[src/rtl/uart_tx_arbiter_pkg.sv]
// Shared types and constants for the UART transmit arbiter and its helpers.
// The arbiter FSM encoding lives beside the transmitter's clocking constants.
package uart_tx_arbiter_pkg;

    localparam int CLOCK_RATE = 50_000_000;
    localparam int BAUD_RATE  = 115_200;
    localparam int BYTE_W     = 8;

    typedef enum logic [1:0] {
        ARB     = 2'd0,
        PRESENT = 2'd1,
        ACK     = 2'd2,
        HOLD    = 2'd3
    } arb_state_t;

endpackage

[src/rtl/uart_rr_pick.sv]
// Combinational round-robin picker: first set request after ptr_i, wrapping
// modulo N_REQ. Shared with the receive-side router.
module uart_rr_pick #(
    parameter  int N_REQ = 4,
    localparam int IW    = (N_REQ > 1) ? $clog2(N_REQ) : 1
) (
    input  logic [N_REQ-1:0] req_i,
    input  logic [IW-1:0]    ptr_i,
    output logic [IW-1:0]    win_o,
    output logic             any_o
);

    logic [IW-1:0] cand;

    // Scan from the farthest candidate back to the nearest so the nearest wins.
    always_comb begin
        win_o = '0;
        cand  = '0;
        any_o = |req_i;
        for (int k = N_REQ; k >= 1; k--) begin
            cand = IW'((int'(ptr_i) + k) % N_REQ);
            if (req_i[cand]) begin
                win_o = cand;
            end
        end
    end

endmodule

[src/rtl/uart_tx_arbiter.sv]
// Round-robin arbiter sharing one UART transmitter between N_REQ byte sources,
// with optional packet lock and a hold timeout that forces release.
module uart_tx_arbiter
    import uart_tx_arbiter_pkg::*;
#(
    parameter  int N_REQ        = 4,
    parameter  int LOCK_EN      = 1,
    parameter  int LOCK_TIMEOUT = 4096,
    localparam int IW           = (N_REQ > 1) ? $clog2(N_REQ) : 1,
    localparam int CW           = $clog2(LOCK_TIMEOUT + 1)
) (
    input  logic                      clk,
    input  logic                      reset,
    input  logic [N_REQ-1:0]          req_valid,
    input  logic [BYTE_W*N_REQ-1:0]   req_data,
    input  logic [N_REQ-1:0]          req_last,
    output logic [N_REQ-1:0]          req_ack,
    output logic                      tx_empty,
    output logic [BYTE_W-1:0]         tx_data,
    input  logic                      tx_done,
    output logic [IW-1:0]             grant_idx,
    output logic                      busy,
    output logic                      lock_abort
);

    arb_state_t          state_q, state_d;
    logic [IW-1:0]       grant_q, grant_d;
    logic [IW-1:0]       rr_q, rr_d;
    logic [BYTE_W-1:0]   data_q, data_d;
    logic                last_q, last_d;
    logic                empty_q, empty_d;
    logic [N_REQ-1:0]    ack_q, ack_d;
    logic                busy_q, busy_d;
    logic                abort_q, abort_d;
    logic [CW-1:0]       hold_q, hold_d;

    logic [IW-1:0]       pick_idx;
    logic                pick_any;

    function automatic logic [BYTE_W-1:0] byte_of(
        input logic [BYTE_W*N_REQ-1:0] bus,
        input logic [IW-1:0]           idx
    );
        byte_of = '0;
        for (int i = 0; i < N_REQ; i++) begin
            if (idx == IW'(i)) begin
                byte_of = bus[BYTE_W*i +: BYTE_W];
            end
        end
    endfunction

    uart_rr_pick #(
        .N_REQ (N_REQ)
    ) u_pick (
        .req_i (req_valid),
        .ptr_i (rr_q),
        .win_o (pick_idx),
        .any_o (pick_any)
    );

    always_comb begin
        state_d = state_q;
        grant_d = grant_q;
        rr_d    = rr_q;
        data_d  = data_q;
        last_d  = last_q;
        empty_d = empty_q;
        hold_d  = hold_q;
        ack_d   = '0;
        abort_d = 1'b0;

        unique case (state_q)
            ARB: begin
                empty_d = 1'b1;
                if (pick_any) begin
                    grant_d = pick_idx;
                    data_d  = byte_of(req_data, pick_idx);
                    last_d  = req_last[pick_idx];
                    empty_d = 1'b0;
                    state_d = PRESENT;
                end
            end
            PRESENT: begin
                if (tx_done) begin
                    empty_d        = 1'b1;
                    ack_d[grant_q] = 1'b1;
                    state_d        = ACK;
                end
            end
            ACK: begin
                // Requesters pop on this cycle's edge, so req_valid is stale here.
                if (LOCK_EN == 0 || last_q) begin
                    rr_d    = grant_q;
                    state_d = ARB;
                end else begin
                    hold_d  = '0;
                    state_d = HOLD;
                end
            end
            HOLD: begin
                if (req_valid[grant_q]) begin
                    data_d  = byte_of(req_data, grant_q);
                    last_d  = req_last[grant_q];
                    empty_d = 1'b0;
                    state_d = PRESENT;
                end else begin
                    if (hold_q != {CW{1'b1}}) begin
                        hold_d = hold_q + 1'b1;
                    end
                    if (hold_q >= CW'(LOCK_TIMEOUT - 1)) begin
                        rr_d    = grant_q;
                        abort_d = 1'b1;
                        state_d = ARB;
                    end
                end
            end
            default: begin
                state_d = ARB;
                empty_d = 1'b1;
            end
        endcase

        busy_d = (state_d != ARB);
    end

    always_ff @(posedge clk or negedge reset) begin
        if (!reset) begin
            state_q <= ARB;
            grant_q <= '0;
            rr_q    <= IW'(N_REQ - 1);
            data_q  <= '0;
            last_q  <= 1'b0;
            empty_q <= 1'b1;
            ack_q   <= '0;
            busy_q  <= 1'b0;
            abort_q <= 1'b0;
            hold_q  <= '0;
        end else begin
            state_q <= state_d;
            grant_q <= grant_d;
            rr_q    <= rr_d;
            data_q  <= data_d;
            last_q  <= last_d;
            empty_q <= empty_d;
            ack_q   <= ack_d;
            busy_q  <= busy_d;
            abort_q <= abort_d;
            hold_q  <= hold_d;
        end
    end

    assign req_ack    = ack_q;
    assign tx_empty   = empty_q;
    assign tx_data    = data_q;
    assign grant_idx  = grant_q;
    assign busy       = busy_q;
    assign lock_abort = abort_q;

endmodule

[config.mk]
export PLATFORM = sky130hd
export DESIGN_NAME = uart_tx_arbiter
export DESIGN_NICKNAME = d
export VERILOG_FILES = /design/src/rtl/uart_tx_arbiter_pkg.sv /design/src/rtl/uart_rr_pick.sv /design/src/rtl/uart_tx_arbiter.sv
export SDC_FILE = /design/constraint.sdc
export NUM_CORES = 1
export LEC_CHECK = 0
export CORE_MARGIN = 4
export CORE_UTILIZATION = 35
export CTS_CLUSTER_DIAMETER = 30
export DETAILED_ROUTE_END_ITERATION = 6
export PLACE_DENSITY = 0.58
export SYNTH_ARGS = -nofsm -noshare
export SYNTH_HDL_FRONTEND = slang
export SYNTH_SLANG_ARGS = --single-unit
[constraint.sdc]
create_clock -name clk -period 5 [get_ports clk]
set_clock_uncertainty 0.15 [all_clocks]
set_input_delay 1 -clock clk [delete_from_list [all_inputs] [get_ports clk]]
set_output_delay 1 -clock clk [all_outputs]
set_load 0.1 [all_outputs]
==> flow_summary.html, run 1 <==
<table>
<tr><th>Metric</th><th>Value</th></tr>
<tr><th colspan="2">Run status</th></tr>
<tr><td>Status</td><td>complete, no violations</td></tr>
<tr><th colspan="2">Clock tree</th></tr>
<tr><td>Hold-fix buffers at CTS</td><td>0</td></tr>
<tr><td>Post-CTS Setup Bufs</td><td>0</td></tr>
<tr><td>Buffer type at the clock tree root</td><td>clkbuf_8</td></tr>
<tr><td>Number of H-tree levels</td><td>2</td></tr>
<tr><td>Post-CTS sizing</td><td>0</td></tr>
<tr><td>Clock input transition at the sequential cells of the worst setup and hold paths</td><td>about 0.070 ns</td></tr>
<tr><td>Number of buffers on the longest clock path</td><td>2</td></tr>
<tr><td>Clock tree from TritonCTS</td><td>yes</td></tr>
<tr><td>Clk sink count</td><td>35</td></tr>
<tr><td>Clock latency on the worst-skew pair</td><td>around 0.28 ns</td></tr>
<tr><td>Inserted Clock Buffers</td><td>5</td></tr>
<tr><th colspan="2">STA</th></tr>
<tr><td>Final number of setup-violating endpoints</td><td>0</td></tr>
<tr><td>Final TNS setup</td><td>0 ns</td></tr>
<tr><td>Worst max-slew margin expressed relative to the limit</td><td>between 20% and 30%</td></tr>
<tr><td>Setup repair after global routing missed its margin</td><td>false</td></tr>
<tr><td>Number of pins exceeding their max-slew limit in the final report</td><td>0</td></tr>
<tr><td>Share of the clock period used by the worst path</td><td>between 70% and 80%</td></tr>
<tr><td>Post-layout min period</td><td>between 3 and 4 ns</td></tr>
<tr><td>Final hold vios</td><td>0</td></tr>
<tr><td>Transition time at the pin with the least slew margin</td><td>around 1.1 ns</td></tr>
<tr><td>Fmax</td><td>approximately 280 MHz</td></tr>
<tr><th colspan="2">Place</th></tr>
<tr><td>Total placed instance area</td><td>between 3000 and 4000 µm²</td></tr>
<tr><td>Detailed placer's ending HPWL</td><td>between 5 and 6 mm</td></tr>
<tr><td>Number of buffers added on ports</td><td>slightly below 60</td></tr>
<tr><td>Routability cong.</td><td>~0.8</td></tr>
<tr><th colspan="2">Yosys</th></tr>
<tr><td>FF+latch count, synth</td><td>35</td></tr>
<tr><td>Post-synth ARST share</td><td>100%</td></tr>
<tr><td>Commonest register cell after synthesis</td><td>dfrtp_1</td></tr>
<tr><td>Summed instance area of the synthesized netlist</td><td>roughly 2500 µm²</td></tr>
<tr><td>Synthesized instance count</td><td>around 280</td></tr>
<tr><td>Top cell type's share of synthesized area</td><td>31.7%</td></tr>
<tr><td>Ranking of synthesized cells by area</td><td>dfrtp_1, mux4_2, nor2_1</td></tr>
<tr><td>Number of warnings printed during yosys synthesis</td><td>0</td></tr>
<tr><td>Cell variety after synth</td><td>49</td></tr>
<tr><td>Seq/Total Area, Yosys</td><td>a little over a third</td></tr>
<tr><td>Number of enable flip-flop cells after synthesis</td><td>0</td></tr>
<tr><td>Syn_nets</td><td>roughly 330</td></tr>
<tr><td>Library cell with the largest summed area after synthesis</td><td>dfrtp_1</td></tr>
<tr><td>Syn_area_per_cell</td><td>~9 µm²</td></tr>
<tr><th colspan="2">Layout</th></tr>
<tr><td>Fraction of layout instances using a drive strength above 1</td><td>a little over 9%</td></tr>
<tr><td>Post-layout instance area</td><td>3280 µm²</td></tr>
<tr><td>Most used cells in the layout excluding fill and tap cells</td><td>clkdlybuf4s50_1, nor2_1, dfrtp_1</td></tr>
<tr><td>Number of diodes</td><td>0</td></tr>
<tr><td>Final-stage net count</td><td>381</td></tr>
<tr><td>Commonest non-fill, non-tap cell in the layout</td><td>clkdlybuf4s50_1</td></tr>
<tr><td>Final Core Density</td><td>a little under half</td></tr>
<tr><td>Synthesis-to-finish area growth</td><td>29.6%</td></tr>
<tr><td>Filler Cells Inserted</td><td>approximately 710</td></tr>
<tr><th colspan="2">Drt</th></tr>
<tr><td>Vias per std cell</td><td>about 5.4</td></tr>
<tr><td>Number of remaining DRC errors</td><td>0</td></tr>
<tr><td>Total via count after detailed routing</td><td>between 2000 and 2500</td></tr>
<tr><td>Post-DRT Antenna Nets</td><td>0</td></tr>
<tr><td>Detailed-routing iteration count for the pre-antenna-repair pass</td><td>4</td></tr>
<tr><td>Total routed wirelength</td><td>about 7 mm</td></tr>
<tr><td>Number of DRC violations after detailed-routing iteration 0</td><td>between 100 and 150</td></tr>
<tr><td>Average wire per cell in the routed design</td><td>between 15 and 20 µm</td></tr>
<tr><th colspan="2">Floorplanning</th></tr>
<tr><td>Count of boundary I/O pins</td><td>60</td></tr>
<tr><td>Standard-cell row count</td><td>30</td></tr>
<tr><td>DIE WIDTH</td><td>around 93 µm</td></tr>
<tr><td>Placeable core region</td><td>slightly below 7000 µm²</td></tr>
<tr><td>Initial cell density of the core</td><td>a little over a third</td></tr>
<tr><td>Full die area</td><td>around 8600 µm²</td></tr>
<tr><td>Die boundary height</td><td>between 90 and 100 µm</td></tr>
<tr><th colspan="2">Global route</th></tr>
<tr><td>Pin count of the biggest net entering global routing</td><td>36</td></tr>
<tr><td>First-pass GRT wire length</td><td>approximately 12 mm</td></tr>
<tr><td>Tot GR Track Use</td><td>between 10% and 20%</td></tr>
<tr><td>Overflow after GRT</td><td>0</td></tr>
<tr><td>Via count of the first global-routing pass</td><td>roughly 2400</td></tr>
<tr><td>Antenna violations before repair</td><td>0</td></tr>
<tr><th colspan="2">Worst setup path</th></tr>
<tr><td>Sort of element at the start of the critical path</td><td>input port</td></tr>
<tr><td>Worst r2r path cells</td><td>6</td></tr>
<tr><td>Crit end category</td><td>register</td></tr>
<tr><td>Reg-to-reg critical path endpoint</td><td>hold_q[10]</td></tr>
<tr><td>Critical Path RT</td><td>about 5.0 ns</td></tr>
<tr><td>Worst Path Class, Setup</td><td>in -&gt; reg</td></tr>
<tr><td>Reg-to-reg critical path startpoint</td><td>state_q[1]</td></tr>
<tr><td>Worst-path fanout max</td><td>16</td></tr>
<tr><td>Data arrival time of the critical path</td><td>between 3 and 4 ns</td></tr>
<tr><td>Buffer and inverter count on the worst path</td><td>1</td></tr>
<tr><td>Cell family contributing the most delay on the critical path</td><td>buffers and inverters</td></tr>
<tr><td>Peak per-stage delay on the critical path</td><td>approximately 0.73 ns</td></tr>
<tr><td>Series of cell instances along the critical path</td><td>clkdlybuf4s50_1 -&gt; mux4_2 -&gt; a2111o_1 -&gt; or4b_1 -&gt; xor2_1 -&gt; nor2_1</td></tr>
<tr><td>Slowest cell on crit path</td><td>clkdlybuf4s50_1</td></tr>
<tr><td>Reg2Reg Setup Slack</td><td>1.92 ns</td></tr>
<tr><th colspan="2">Worst hold path</th></tr>
<tr><td>Hold Startpoint</td><td>hold_q[12]</td></tr>
<tr><td>Class of the most critical hold timing path</td><td>reg -&gt; reg</td></tr>
<tr><td>Worst hold path cell count</td><td>2</td></tr>
<tr><td>Capture endpoint of the worst hold path</td><td>hold_q[12]</td></tr>
<tr><th colspan="2">Power</th></tr>
<tr><td>Leakage power</td><td>approximately 1.3 nW</td></tr>
<tr><td>Max VDD drop</td><td>between 0.3 and 0.4 mV</td></tr>
<tr><td>Total power divided by cell area</td><td>approximately 620 nW/µm²</td></tr>
<tr><th colspan="2">Run</th></tr>
<tr><td>Max-cap viol count</td><td>0</td></tr>
</table>
==> metrics by stage <==
| stage | total power, mW | hold WS [ns] | std cells | setup WS (ns) |
|---|---|---|---|---|
| floorplan | 1.50 | 0.331 | 281 | 1.80 |
| global placement | 1.83 | 0.359 | 422 | 1.16 |
| detailed placement | 1.83 | 0.367 | 422 | 1.13 |
| CTS | 2.04 | 0.383 | 430 | 1.42 |
| global route | 2.17 | 0.423 | 430 | 1.31 |
| finish | 2.02 | 0.376 | 430 | 1.40 |
==> layer usage <==
metal	global-route usage, %	share of wire (%)
met4	4.03	0.46
met2	25.8	46
met1	23.3	47
met5	0	0
met3	4.02	6.6
==> cells in the mapped netlist, types with 6 or more instances <==
cell      number
mux4_2        10
nor2_1        35
nor3_1         7
a211oi_1       6
clkbuf_1      16
nor2b_1        7
o32ai_1        8
nand2b_1      11
o21ai_0       14
nand2_1       24
xnor2_1        8
dfrtp_1       32
a311o_1        8
inv_1          7
nand3_1       17
a31oi_1        9
==> power breakdown <==
part | total, mW | leakage, nW | switching [mW] | internal, mW
combinational | 1.31 | 0.777 | 0.856 | 0.459
clock | 0.196 | 0.0422 | 0.0983 | 0.0978
sequential | 0.512 | 0.436 | 0.104 | 0.408
==> tightest hold or removal path, stage by stage, from the launching register on <==
cell and delay [ns]:
dfrtp_1 0.36, nor2_1 0.05, nor2_1 0.07
==> registers in the layout (all words and copies together), names as in the netlist <==
name        count
last_q          1
tx_data         8
tx_empty        1
hold_q         13
lock_abort      1
grant_idx       2
rr_q            2
req_ack         4
state_q         2
busy            1
==> logic make-up (layout without fill, tap and decap cells) <==
logic type	after synthesis	in the layout	synth area share [%]
and+or+nand+nor	124	124	24.6
AOI/OAI and AO/OA	66	66	19.4
DFF	35	35	34.8
buffers and inverters	25	78	3.76
muxes	17	17	11.9
xor gates and xnor gates	9	9	3.12
adders and majority gates	5	5	2.47
==> how the worst max path moves through the flow <==
stage | startpoint | slack (ns) | cells past startpoint | end
3_5_place_dp | req_valid[2] | 1.13 | 6 | hold_q[10]
4_1_cts | req_valid[2] | 1.42 | 6 | hold_q[10]
5_1_grt | req_valid[2] | 1.31 | 6 | hold_q[10]
3_3_place_gp | req_valid[2] | 1.16 | 6 | hold_q[10]
6_report | req_valid[2] | 1.40 | 6 | hold_q[10]
2_1_floorplan | grant_idx[1] | 1.80 | 6 | hold_q[10]
==> final cells by class <==
cell class | instances | area (µm²) | share of cell area [%]
clock inverters | 1 | 5.00 | 0.153
well taps | 96 | 120 | 3.67
inverters | 7 | 26.3 | 0.802
multi-input cells | 221 | 1550 | 47.4
repair buffers | 63 | 616 | 18.8
clock buffers | 7 | 76.3 | 2.33
flip-flops and latches | 35 | 880 | 26.8
Power figures use the tool's default switching activity.
==> inputs of run 2 (changes only) <==
clock period = 3.5 ns   (was 5 ns; I/O delays follow)
==> run 2 against run 1 <==
  * Critical path depth unchanged
  * Flip-flop and latch count unchanged
  * Final area increased by 0.65%
  * Utilization increased by 0.31 points
  * Clock power increased by 52%
  * Largest cell class unchanged
==> flow_summary.html, run 2 (synthesized netlist as in run 1, its figures left out) <==
<table>
<tr><th>Metric</th><th>Value</th></tr>
<tr><th colspan="2">Floorplanning</th></tr>
<tr><td>Standard-cell row count</td><td>30</td></tr>
<tr><td>DIE WIDTH</td><td>approximately 93 µm</td></tr>
<tr><td>Initial cell density of the core</td><td>36.6%</td></tr>
<tr><td>Placeable core region</td><td>around 7000 µm²</td></tr>
<tr><td>Count of boundary I/O pins</td><td>60</td></tr>
<tr><td>Die boundary height</td><td>~93 µm</td></tr>
<tr><td>Full die area</td><td>just under 9000 µm²</td></tr>
<tr><th colspan="2">Power</th></tr>
<tr><td>Leakage power</td><td>1.31 nW</td></tr>
<tr><td>Total power divided by cell area</td><td>between 800 and 900 nW/µm²</td></tr>
<tr><td>Proportion of power drawn by flip-flops and latches</td><td>25.5%</td></tr>
<tr><td>Proportion of total power due to net switching</td><td>around 53%</td></tr>
<tr><td>Fraction of power consumed by combinational cells</td><td>64.3%</td></tr>
<tr><td>Internal power</td><td>roughly 1.4 mW</td></tr>
<tr><td>Net switching component of the power</td><td>around 1.5 mW</td></tr>
<tr><td>Max VDD drop</td><td>about 0.43 mV</td></tr>
<tr><td>Clock share of power</td><td>roughly 10%</td></tr>
<tr><th colspan="2">Place</th></tr>
<tr><td>Routability cong.</td><td>approximately 0.8</td></tr>
<tr><td>Number of buffers added on ports</td><td>~60</td></tr>
<tr><td>Number of cells in the design after placement</td><td>430</td></tr>
<tr><td>Worst setup slack before clock tree synthesis</td><td>0.275 ns</td></tr>
<tr><td>Detailed placer's ending HPWL</td><td>5.32 mm</td></tr>
<tr><th colspan="2">Global route</th></tr>
<tr><td>Overflow after GRT</td><td>0</td></tr>
<tr><td>First-pass GRT wire length</td><td>between 10 and 15 mm</td></tr>
<tr><td>Pin count of the biggest net entering global routing</td><td>36</td></tr>
<tr><td>Via count of the first global-routing pass</td><td>about 2400</td></tr>
<tr><td>Antenna violations before repair</td><td>0</td></tr>
<tr><td>Tot GR Track Use</td><td>between 15 and 20%</td></tr>
<tr><th colspan="2">Run status</th></tr>
<tr><td>Status</td><td>complete, no violations</td></tr>
<tr><th colspan="2">Drt</th></tr>
<tr><td>Amount of wire on met2 after detailed routing</td><td>approximately 3.4 mm</td></tr>
<tr><td>Highest metal layer used by the detailed router</td><td>met4</td></tr>
<tr><td>Number of remaining DRC errors</td><td>0</td></tr>
<tr><td>Vias per std cell</td><td>approximately 5.5</td></tr>
<tr><td>Number of DRC violations after detailed-routing iteration 0</td><td>approximately 140</td></tr>
<tr><td>Post-DRT Antenna Nets</td><td>0</td></tr>
<tr><td>Detailed-routing iteration count for the pre-antenna-repair pass</td><td>4</td></tr>
<tr><td>Total via count after detailed routing</td><td>approximately 2400</td></tr>
<tr><td>Total routed wirelength</td><td>7.17 mm</td></tr>
<tr><td>Routed length on met1</td><td>approximately 3.3 mm</td></tr>
<tr><td>Average wire per cell in the routed design</td><td>16.4 µm</td></tr>
<tr><td>Met3 wire length</td><td>roughly 390 µm</td></tr>
<tr><th colspan="2">Worst setup path</th></tr>
<tr><td>Launching instance or port of the critical path</td><td>req_valid[0]</td></tr>
<tr><td>Buffer and inverter count on the worst path</td><td>1</td></tr>
<tr><td>Critical Path RT</td><td>3.52 ns</td></tr>
<tr><td>Worst Path Class, Setup</td><td>in -&gt; reg</td></tr>
<tr><td>Reg-to-reg critical path startpoint</td><td>grant_idx[0]</td></tr>
<tr><td>Series of cell instances along the critical path</td><td>clkdlybuf4s50_1 -&gt; mux4_2 -&gt; a2111o_1 -&gt; or4b_1 -&gt; xor2_1 -&gt; nor2_1</td></tr>
<tr><td>Sort of element at the start of the critical path</td><td>input port</td></tr>
<tr><td>Data arrival time of the critical path</td><td>between 2 and 3 ns</td></tr>
<tr><td>Peak per-stage delay on the critical path</td><td>0.58 ns</td></tr>
<tr><td>Crit end category</td><td>register</td></tr>
<tr><td>Worst-path fanout max</td><td>7</td></tr>
<tr><td>Cell family contributing the most delay on the critical path</td><td>multiplexers</td></tr>
<tr><td>Slowest cell on crit path</td><td>mux4_2</td></tr>
<tr><th colspan="2">STA</th></tr>
<tr><td>Worst max-slew margin expressed relative to the limit</td><td>between 40% and 50%</td></tr>
<tr><td>Minimum hold slack</td><td>between 0.3 and 0.4 ns</td></tr>
<tr><td>Setup slack after layout</td><td>~0.57 ns</td></tr>
<tr><td>Final TNS setup</td><td>0 ns</td></tr>
<tr><td>Number of pins exceeding their max-slew limit in the final report</td><td>0</td></tr>
<tr><td>Fmax</td><td>341 MHz</td></tr>
<tr><td>Final hold vios</td><td>0</td></tr>
<tr><td>Final number of setup-violating endpoints</td><td>0</td></tr>
<tr><td>Share of the clock period used by the worst path</td><td>83.7%</td></tr>
<tr><td>Transition time at the pin with the least slew margin</td><td>0.825 ns</td></tr>
<tr><td>Post-layout min period</td><td>~2.9 ns</td></tr>
<tr><td>Setup repair after global routing missed its margin</td><td>false</td></tr>
<tr><th colspan="2">Clock tree</th></tr>
<tr><td>Post-CTS sizing</td><td>0</td></tr>
<tr><td>Clk sink count</td><td>35</td></tr>
<tr><td>Buffer type at the clock tree root</td><td>clkbuf_8</td></tr>
<tr><td>Post-CTS Setup Bufs</td><td>0</td></tr>
<tr><td>Clock tree from TritonCTS</td><td>yes</td></tr>
<tr><td>Number of H-tree levels</td><td>2</td></tr>
<tr><td>Inserted Clock Buffers</td><td>5</td></tr>
<tr><td>Number of buffers on the longest clock path</td><td>2</td></tr>
<tr><td>Clock latency on the worst-skew pair</td><td>approximately 0.29 ns</td></tr>
<tr><td>Hold-fix buffers at CTS</td><td>0</td></tr>
<tr><td>Clock input transition at the sequential cells of the worst setup and hold paths</td><td>~0.08 ns</td></tr>
<tr><th colspan="2">Layout</th></tr>
<tr><td>Number of standard cells in the final layout excluding fillers</td><td>around 440</td></tr>
<tr><td>Final-stage net count</td><td>389</td></tr>
<tr><td>Number of flip-flops in the largest register</td><td>13</td></tr>
<tr><td>Fraction of layout instances using a drive strength above 1</td><td>16.7%</td></tr>
<tr><td>Reg with most FFs</td><td>hold_q</td></tr>
<tr><td>Filler Cells Inserted</td><td>slightly below 700</td></tr>
<tr><td>Synthesis-to-finish area growth</td><td>30.4%</td></tr>
<tr><td>Final Core Density</td><td>between 40% and 50%</td></tr>
<tr><td>Number of diodes</td><td>0</td></tr>
<tr><td>FF+latch area</td><td>880 µm²</td></tr>
<tr><td>Commonest non-fill, non-tap cell in the layout</td><td>clkdlybuf4s50_1</td></tr>
<tr><td>Area of the multi-input gates</td><td>around 1600 µm²</td></tr>
<tr><td>Most used cells in the layout excluding fill and tap cells</td><td>clkdlybuf4s50_1, nor2_1, dfrtp_1</td></tr>
<tr><th colspan="2">Worst hold path</th></tr>
<tr><td>Class of the most critical hold timing path</td><td>in -&gt; async</td></tr>
<tr><th colspan="2">Run</th></tr>
<tr><td>Max-cap viol count</td><td>0</td></tr>
</table>
==> run 2: layout make-up <==
| cell class | count | share of cell area [%] |
|---|---|---|
| flip-flops and latches | 35 | 26.7 |
| clock inverters | 2 | 0.379 |
| well taps | 96 | 3.64 |
| inverters | 7 | 0.797 |
| clock buffers | 6 | 2.20 |
| repair buffers | 71 | 19.2 |
| multi-input cells | 221 | 47.1 |
==> run 2: worst paths after layout <==
| check | slack [ns] | to | cells after the start |
|---|---|---|---|
| worst min-delay path | 0.35 | hold_q[8] | 1 |
| min in group clk | 0.39 | hold_q[12] | 2 |
| max in group asynchronous | 2.32 | req_ack[2] | 1 |
| worst min register to register | 0.39 | hold_q[12] | 2 |
| worst max-delay path | 0.57 | hold_q[10] | 6 |
| worst max register to register | 1.07 | hold_q[10] | 6 |
==> run 2: power groups by stage <==
stage                     logic [mW]  clock network (mW)  registers [mW]
after floorplan                0.894                   0            1.25
after global routing            2.01               0.316           0.764
final                           1.86               0.298           0.739
after CTS                       1.87               0.305           0.741
after detailed placement        1.87                   0           0.747
after global placement          1.86                   0           0.743
==> run 2: metal layers <==
| layer | GRT usage [%] | vias up |
|---|---|---|
| li1 | - | 1171 |
| met3 | 3.22 | 10 |
| met4 | 4.76 | 0 |
| met1 | 24.3 | 1168 |
| met2 | 27.2 | 72 |
| met5 | 0 | - |
==> run 2: per-stage QoR <==
step | instance area [µm²] | total power [mW]
6_report | 3300 | 2.90
3_3_place_gp | 3210 | 2.61
3_5_place_dp | 3210 | 2.61
2_1_floorplan | 2530 | 2.15
4_1_cts | 3300 | 2.92
5_1_grt | 3300 | 3.09
==> inputs of run 3 (changes only) <==
clock period = 2.7 ns   (was 3.5 ns; I/O delays follow)
==> run 3 against run 2 <==
  * Global-route usage is 0.14 points higher
  * Flip-flop and latch count stayed put
  * Sequential power is 31% higher
  * Final area is 3.6% higher
  * Via count is 1.6% higher
  * Routed wire length is 0.84% higher
==> flow_summary.html, run 3 (synthesized netlist as in run 1, its figures left out) <==
<table>
<tr><th>Metric</th><th>Value</th></tr>
<tr><th colspan="2">Floorplanning</th></tr>
<tr><td>Die boundary height</td><td>93 µm</td></tr>
<tr><td>Placeable core region</td><td>6910 µm²</td></tr>
<tr><td>Standard-cell row count</td><td>30</td></tr>
<tr><td>Initial cell density of the core</td><td>36.6%</td></tr>
<tr><td>DIE WIDTH</td><td>93 µm</td></tr>
<tr><td>Full die area</td><td>between 8000 and 9000 µm²</td></tr>
<tr><td>Count of boundary I/O pins</td><td>60</td></tr>
<tr><th colspan="2">Power</th></tr>
<tr><td>Max VDD drop</td><td>slightly below 0.8 mV</td></tr>
<tr><td>Total power divided by cell area</td><td>1170 nW/µm²</td></tr>
<tr><td>Leakage power</td><td>~1.4 nW</td></tr>
<tr><td>Total chip power</td><td>~4.0 mW</td></tr>
<tr><th colspan="2">Worst setup path</th></tr>
<tr><td>Worst-path fanout max</td><td>5</td></tr>
<tr><td>Reg-to-reg critical path endpoint</td><td>hold_q[11]</td></tr>
<tr><td>Peak per-stage delay on the critical path</td><td>0.53 ns</td></tr>
<tr><td>Slowest cell on crit path</td><td>mux4_2</td></tr>
<tr><td>Cell family contributing the most delay on the critical path</td><td>compound AO/OA/AOI/OAI gates</td></tr>
<tr><td>Crit end category</td><td>register</td></tr>
<tr><td>Buffer and inverter count on the worst path</td><td>2</td></tr>
<tr><td>Critical path destination</td><td>hold_q[11]</td></tr>
<tr><td>Reg2Reg Setup Slack</td><td>roughly 0.31 ns</td></tr>
<tr><td>Sort of element at the start of the critical path</td><td>input port</td></tr>
<tr><td>Critical Path RT</td><td>around 2.7 ns</td></tr>
<tr><td>Worst Path Class, Setup</td><td>in -&gt; reg</td></tr>
<tr><td>Reg-to-reg critical path startpoint</td><td>grant_idx[1]</td></tr>
<tr><td>Series of cell instances along the critical path</td><td>clkdlybuf4s50_1 -&gt; mux4_2 -&gt; buf_4 -&gt; a2111o_1 -&gt; a211oi_1 -&gt; xnor2_1 -&gt; nor2_1</td></tr>
<tr><td>Launching instance or port of the critical path</td><td>req_valid[3]</td></tr>
<tr><td>Worst r2r path cells</td><td>6</td></tr>
<tr><td>Logic depth of the worst path, buffers included</td><td>7</td></tr>
<tr><td>Data arrival time of the critical path</td><td>2.65 ns</td></tr>
<tr><th colspan="2">Clock tree</th></tr>
<tr><td>Buffer type at the clock tree root</td><td>clkbuf_8</td></tr>
<tr><td>Number of H-tree levels</td><td>2</td></tr>
<tr><td>Clk sink count</td><td>35</td></tr>
<tr><td>Post-CTS Setup Bufs</td><td>0</td></tr>
<tr><td>Clock input transition at the sequential cells of the worst setup and hold paths</td><td>roughly 0.080 ns</td></tr>
<tr><td>Inserted Clock Buffers</td><td>5</td></tr>
<tr><td>Hold-fix buffers at CTS</td><td>0</td></tr>
<tr><td>Clock tree from TritonCTS</td><td>yes</td></tr>
<tr><td>Clock latency on the worst-skew pair</td><td>between 0.2 and 0.3 ns</td></tr>
<tr><td>Number of buffers on the longest clock path</td><td>2</td></tr>
<tr><td>Post-CTS sizing</td><td>0</td></tr>
<tr><th colspan="2">STA</th></tr>
<tr><td>Number of pins exceeding their max-slew limit in the final report</td><td>0</td></tr>
<tr><td>Setup repair after global routing missed its margin</td><td>false</td></tr>
<tr><td>Worst max-slew margin expressed relative to the limit</td><td>44.1%</td></tr>
<tr><td>Fmax</td><td>~380 MHz</td></tr>
<tr><td>Final hold vios</td><td>0</td></tr>
<tr><td>Transition time at the pin with the least slew margin</td><td>around 0.84 ns</td></tr>
<tr><td>Final number of setup-violating endpoints</td><td>0</td></tr>
<tr><td>Post-layout min period</td><td>between 2 and 3 ns</td></tr>
<tr><td>Share of the clock period used by the worst path</td><td>between 90% and 100%</td></tr>
<tr><th colspan="2">Drt</th></tr>
<tr><td>Number of DRC violations after detailed-routing iteration 0</td><td>100</td></tr>
<tr><td>Total via count after detailed routing</td><td>approximately 2500</td></tr>
<tr><td>Average wire per cell in the routed design</td><td>16.2 µm</td></tr>
<tr><td>Vias per std cell</td><td>5.50</td></tr>
<tr><td>Detailed-routing iteration count for the pre-antenna-repair pass</td><td>4</td></tr>
<tr><td>Number of remaining DRC errors</td><td>0</td></tr>
<tr><td>Post-DRT Antenna Nets</td><td>0</td></tr>
<tr><td>Total routed wirelength</td><td>just over 7 mm</td></tr>
<tr><th colspan="2">Place</th></tr>
<tr><td>Detailed placer's ending HPWL</td><td>around 5.3 mm</td></tr>
<tr><td>Number of buffers added on ports</td><td>59</td></tr>
<tr><td>Routability cong.</td><td>about 0.86</td></tr>
<tr><th colspan="2">Layout</th></tr>
<tr><td>Fraction of layout instances using a drive strength above 1</td><td>19.7%</td></tr>
<tr><td>Reg with most FFs</td><td>hold_q</td></tr>
<tr><td>Final-stage net count</td><td>approximately 400</td></tr>
<tr><td>Final Core Density</td><td>49.5%</td></tr>
<tr><td>Number of flip-flops in the largest register</td><td>13</td></tr>
<tr><td>Commonest non-fill, non-tap cell in the layout</td><td>clkdlybuf4s50_1</td></tr>
<tr><td>Filler Cells Inserted</td><td>approximately 670</td></tr>
<tr><td>Most used cells in the layout excluding fill and tap cells</td><td>clkdlybuf4s50_1, buf_4, nor2_1</td></tr>
<tr><td>Synthesis-to-finish area growth</td><td>35.2%</td></tr>
<tr><td>Number of diodes</td><td>0</td></tr>
<tr><th colspan="2">Worst hold path</th></tr>
<tr><td>Class of the most critical hold timing path</td><td>in -&gt; async</td></tr>
<tr><th colspan="2">Run status</th></tr>
<tr><td>Status</td><td>complete, no violations</td></tr>
<tr><th colspan="2">Global route</th></tr>
<tr><td>First-pass GRT wire length</td><td>12.1 mm</td></tr>
<tr><td>Antenna violations before repair</td><td>0</td></tr>
<tr><td>Tot GR Track Use</td><td>17.4%</td></tr>
<tr><td>Pin count of the biggest net entering global routing</td><td>36</td></tr>
<tr><td>Overflow after GRT</td><td>0</td></tr>
<tr><td>Via count of the first global-routing pass</td><td>2472</td></tr>
<tr><th colspan="2">Run</th></tr>
<tr><td>Max-cap viol count</td><td>0</td></tr>
</table>
run 3: cell count changes in the layout (fill, tap and decap cells not counted), sizes merged:
cell	delta
buf	+9
bufinv	+1
clkinvlp	-1
run 3: layout make-up:
cell class	instances	area [µm²]	share of cell area (%)
Multi-Input combinational cell	221	1550	45.5
Sequential cell	35	887	26.0
Timing Repair Buffer	80	713	20.9
Tap cell	96	120	3.51
Clock buffer	6	82.6	2.42
Clock inverter	2	35.0	1.02
Inverter	7	26.3	0.769
run 3: where the power goes:
part / switching (mW) / total, mW / internal (mW)
Clock: 0.208 / 0.507 / 0.299
Combinational: 1.62 / 2.54 / 0.923
Sequential: 0.201 / 0.965 / 0.764
Total: 2.02 / 4.01 / 1.99
run 3: worst reg2reg max path: stages (launching register included):
cell	delay (ns)
dfrtp_4	0.42
mux4_2	0.54
buf_4	0.18
a2111o_1	0.48
a211oi_1	0.29
xnor2_1	0.15
nor2_1	0.05
run 3: per-layer routing:
layer,vias to the layer above,GRT usage (%),share of wire [%]
li1,1190,-,-
met3,2,4.02,6.1
met4,0,3.91,0.11
met2,70,28.2,48
met5,-,0,0
met1,1197,23.7,46
run 3: through the flow:
step	hold slack [ns]	instance area (µm²)	setup TNS [ns]	std cells	worst slack [ns]
after floorplan	0.0944	2540	-0.00399	281	-0.00399
after global placement	0.359	3300	-0.912	439	-0.185
after detailed placement	0.381	3300	-1.19	439	-0.223
after CTS	0.226	3420	0	447	0.0862
after global routing	0.256	3420	0	447	0.0116
final	0.187	3420	0	447	0.0641
run 3: worst min-delay path by stage:
stage	slack, ns	depth (start not counted)	to
global route	0.26	1	hold_q[5]
global placement	0.36	2	hold_q[12]
CTS	0.23	1	hold_q[4]
finish	0.19	1	hold_q[4]
floorplan	0.09	0	busy
detailed placement	0.38	2	hold_q[12]
